File: src/rtl/or_gate_pkg.sv
// Shared defaults and the saturating-increment helper for the or_gate slice.
// Pure definitions: no latency, no backpressure.
package or_gate_pkg;

  localparam int OR_GATE_WIDTH_DEF = 1;
  localparam int OR_GATE_CNT_W_DEF = 16;

  // Widest counter the helper can serve; narrower counters are zero-extended in.
  localparam int SAT_W = 64;

  function automatic logic [SAT_W-1:0] sat_inc(input logic [SAT_W-1:0] val,
                                               input logic [SAT_W-1:0] max_val);
    return (val >= max_val) ? val : val + 64'd1;
  endfunction

endpackage

File: src/rtl/sat_counter.sv
// Saturating up-counter with synchronous clear (clear beats increment).
// Updates one cycle after inc/clr; no backpressure, inputs level-sampled.
module sat_counter
  import or_gate_pkg::*;
#(
  parameter int CNT_W = OR_GATE_CNT_W_DEF
) (
  input  logic             clk,
  input  logic             rst_n,
  input  logic             clr,
  input  logic             inc,
  output logic [CNT_W-1:0] cnt
);

  if (CNT_W < 2 || CNT_W > SAT_W) begin : g_bad_cnt_w
    $error("sat_counter: CNT_W out of range");
  end

  localparam logic [SAT_W-1:0] CNT_MAX = SAT_W'({CNT_W{1'b1}});

  logic [SAT_W-1:0] cnt_inc;

  assign cnt_inc = sat_inc(SAT_W'(cnt), CNT_MAX);

  always_ff @(posedge clk or negedge rst_n) begin
    if (!rst_n) begin
      cnt <= '0;
    end else if (clr) begin
      cnt <= '0;
    end else if (inc) begin
      cnt <= cnt_inc[CNT_W-1:0];
    end
  end

endmodule

File: src/rtl/or_gate.sv
// Bitwise OR with combinational and registered results plus an activity counter.
// c/c_any zero latency, c_q/hi_count one cycle; no handshake, inputs sampled every cycle.
module or_gate
  import or_gate_pkg::*;
#(
  parameter int WIDTH = OR_GATE_WIDTH_DEF,
  parameter int CNT_W = OR_GATE_CNT_W_DEF
) (
  input  logic             clk,
  input  logic             rst_n,
  input  logic [WIDTH-1:0] a,
  input  logic [WIDTH-1:0] b,
  output logic [WIDTH-1:0] c,
  output logic [WIDTH-1:0] c_q,
  output logic             c_any,
  input  logic             clr_count,
  output logic [CNT_W-1:0] hi_count
);

  if (WIDTH < 1) begin : g_bad_width
    $error("or_gate: WIDTH must be at least 1");
  end

  // Kept free of any clock so the result is valid even while held in reset.
  assign c     = a | b;
  assign c_any = |c;

  always_ff @(posedge clk or negedge rst_n) begin
    if (!rst_n) begin
      c_q <= '0;
    end else begin
      c_q <= a | b;
    end
  end

  sat_counter #(
    .CNT_W (CNT_W)
  ) u_hi_count (
    .clk   (clk),
    .rst_n (rst_n),
    .clr   (clr_count),
    .inc   (c_any),
    .cnt   (hi_count)
  );

endmodule

File: config.mk
export PLATFORM = sky130hd
export DESIGN_NAME = or_gate
export DESIGN_NICKNAME = d
export VERILOG_FILES = /design/src/rtl/or_gate_pkg.sv /design/src/rtl/sat_counter.sv /design/src/rtl/or_gate.sv
export SDC_FILE = /design/constraint.sdc
export NUM_CORES = 1
export LEC_CHECK = 0
export ABC_AREA = 1
export BUFFER_PORTS_ARGS = -buffer_cell sky130_fd_sc_hd__buf_4
export CAP_MARGIN = 40
export CORE_MARGIN = 5
export CORE_UTILIZATION = 30
export DETAILED_ROUTE_END_ITERATION = 16
export PLACE_DENSITY_LB_ADDON = 0.05
export RECOVER_POWER = 25
export SKIP_LAST_GASP = 1
export SLEW_MARGIN = 5
export SYNTH_ARGS = -nofsm -noshare
export SYNTH_HDL_FRONTEND = slang
export SYNTH_HIERARCHICAL = 1
export SYNTH_SLANG_ARGS = --single-unit
File: constraint.sdc
create_clock -name clk -period 3.95 [get_ports clk]
set_input_delay 0.395 -clock clk [delete_from_list [all_inputs] [get_ports clk]]
set_output_delay 0.395 -clock clk [all_outputs]
set_load 0.01 [all_outputs]
==> results.cfg <==
[status]
status = completed

[clock_network]
ctsHoldBuffers = 0
cts_setup_buffers = 0
clock-sinks = 17
clk-insertion-delay-late_ps = 250
cts_root_buf = clkbuf_8
cts_tree = built
cts.clk_slew.worst_paths_ps = 70
htree_levels = 1
cts-buffers-inserted = 3
cts_resized = 0
clock_path_buffers = 2

[synthesis]
avgSynthCellArea_sq_um = 6.666
ys_seq_elements = 17
synth_top_cell_by_area = dfrtp_1
ys_seq_area_share_pct = 37.99
ys_top_cells_by_area = dfrtp_1 38%, nand2_1 24%, nor2_1 9.1%
ys_types = 22
yosysTopAreaCellShare_pct = 37.99
syn_inst = 168
synth_async_sr_flop_share_pct = 100.0
syn_nets = 174
ys.flop_type = dfrtp_1
synth_edf_count = 0
yosysMostFrequentCell = nand2_1
synth_top_cells_by_count = 71 x nand2_1, 27 x nor2_1, 17 x dfrtp_1, 15 x inv_1, 7 x nand3_1
syn-cell-area_sq_mm = 0.001120
ys.warnings.count = 6

[finish]
nNetsFinal = 199
diodes = 0
layout-drive-gt1-share_pct = 18.75
syn2layout_area_growth_pct = 22.46

[min_path]
hold_class = primary input to asynchronous set/reset pin

[global_route]
antenna_found_initial = 0
grt_pass1_wl_mm = 5.285
grt_max_degree = 18
overflow = 0
first_global_vias = 1138
track_usage_pct = 13.01

[setup_path]
cp-end-kind = flop
cpMaxStageDelayCell = dfrtp_1
arrival_ps = 1760
path_buf_inv = 0
crit_type = flop to flop
slowest_delay_ps = 400
path_delay_family = simple AND/OR/NAND/NOR gates
critical_path.most_common_cell = nand2_1
start_kind = flop
crit_chain = ha_1, nand2_1, nor2_4, nand4_4, nand2_1, nand2_2, nand2_1, nand2_1
worst_ep_required_time_ps = 4100
path_max_fanout = 8

[detailed_routing]
vias = 1098
drt_iter0_markers = 57
route.detailed.drc = 0
viasPerCell = 4.575
wirelength_mm = 2.903
wl_per_cell_microns = 12.10
firstDrtPassIters = 4
drt.antenna.violating_nets = 0

[die]
core_sq_mm = 0.003633
initial_core_util_pct = 30.82
die_area_sq_mm = 0.005055
ios = 24
die_w_microns = 71.10
fp.dieH_microns = 71.10
rows = 22

[timing]
slew_headroom_pct = 33.41
fin_crit_sh_pct = 40.67
clock.fmax_mhz = 622.4
min_period_ps = 1607
slew_viol_final = 0
fin_ws_ps = 2343
worst_pin_slew_ps = 998.8
finalClockSkew_ps = 3.982
final.setup.tns_ps = 0
finalHoldViolCount = 0
setup_viol = 0
rsz0062_at_grt = false

[flow_run]
drv_cap = 0

[power]
p_per_area_mw_per_mm2 = 253.4
leakagePower_uw = 0.0007042
ir_drop_mv = 0.1655

[place]
routabilityCongestion = 0.8174
place_ws_ps = 2353
portBuffers = 23
dp_hpwl_mm = 2.173
-- registers in the layout, indices dropped and copies added (netlist names) --
| signal | cells |
|---|---|
| c_q | 1 |
| u_hi_count/cnt | 16 |
-- stage by stage --
stage | util [%] | power [uW] | instances | hold slack [ps] | instance area (sq um)
floorplan | - | 200.9 | 168 | 99.41 | 1120
global placement | 36.57 | 217.2 | 236 | 278.3 | 1329
detailed placement | 36.57 | 217.7 | 236 | 285.7 | 1329
CTS | 37.84 | 355.8 | 240 | 1.512 | 1375
global route | 37.74 | 366.8 | 240 | 371.3 | 1371
finish | 37.74 | 347.4 | 240 | 279.4 | 1371
-- cell families (layout without fill, tap and decap cells) --
group / count (synthesis) / after routing / synth area share, %
DFF: 17 / 17 / 37.99
AOI/OAI and AO/OA: 7 / 7 / 3.128
buffers and inverters: 19 / 43 / 7.485
adders and majority gates: 1 / 1 / 1.117
xor gates and xnor gates: 2 / 2 / 1.565
and+or+nand+nor: 122 / 122 / 48.72
-- power by group --
group,switching (uW),internal [uW]
clock network,64.7,70.1
registers,3.24,177
logic,20.5,11.7
total,88.4,259
-- cells in the final DEF, fill, tap and decap left out --
cell type / netlist / final
nor3_1: 3 / 3
nand2_2: 3 / 3
inv_1: 15 / 15
o21ai_0: 2 / 2
a21oi_1: 5 / 5
nand4_2: 1 / 1
clkbuf_1: 0 / 1
nand3_1: 7 / 7
dfrtp_1: 17 / 17
and2_4: 1 / 1
nor2_2: 1 / 1
nor2_4: 3 / 3
clkbuf_8: 0 / 3
buf_4: 1 / 22
nand2_1: 71 / 71
ha_1: 1 / 1
xnor2_1: 2 / 2
clkinv_2: 0 / 1
clkinv_1: 1 / 1
nand4_1: 3 / 3
nand4_4: 1 / 1
nor2_1: 27 / 27
nand3b_1: 1 / 1
-- cell type report --
class / count / area [sq um]
fill: 427 / 2262
multi-input combinational: 132 / 610.6
sequential: 17 / 425.4
timing repair buffer: 23 / 168.9
inverter: 16 / 60.06
tap: 48 / 60.06
clock buffer: 3 / 41.29
clock inverter: 1 / 5.005
-- metal layers --
layer	up-vias	track usage [%]	wire length, microns
met1	500	17.24	1443
met5	-	0	0
li1	570	-	-
met2	22	20.60	1283
met3	6	2.415	119
met4	0	5.637	56
-- worst paths after layout --
| check | depth (start not counted) | start | end | slack [ps] |
|---|---|---|---|---|
| min in group clk | 4 | clr_count | u_hi_count/cnt[9]$_DFFE_PN0P_ | 460 |
| max in group asynchronous | 1 | rst_n | u_hi_count/cnt[3]$_DFFE_PN0P_ | 3060 |
| max | 8 | u_hi_count/cnt[0]$_DFFE_PN0P_ | u_hi_count/cnt[10]$_DFFE_PN0P_ | 2340 |
| min | 1 | rst_n | u_hi_count/cnt[8]$_DFFE_PN0P_ | 280 |
| max reg2reg | 8 | u_hi_count/cnt[0]$_DFFE_PN0P_ | u_hi_count/cnt[10]$_DFFE_PN0P_ | 2340 |
| min reg2reg | 2 | u_hi_count/cnt[1]$_DFFE_PN0P_ | u_hi_count/cnt[1]$_DFFE_PN0P_ | 540 |
Note: power is estimated with default switching activity, not from simulation.
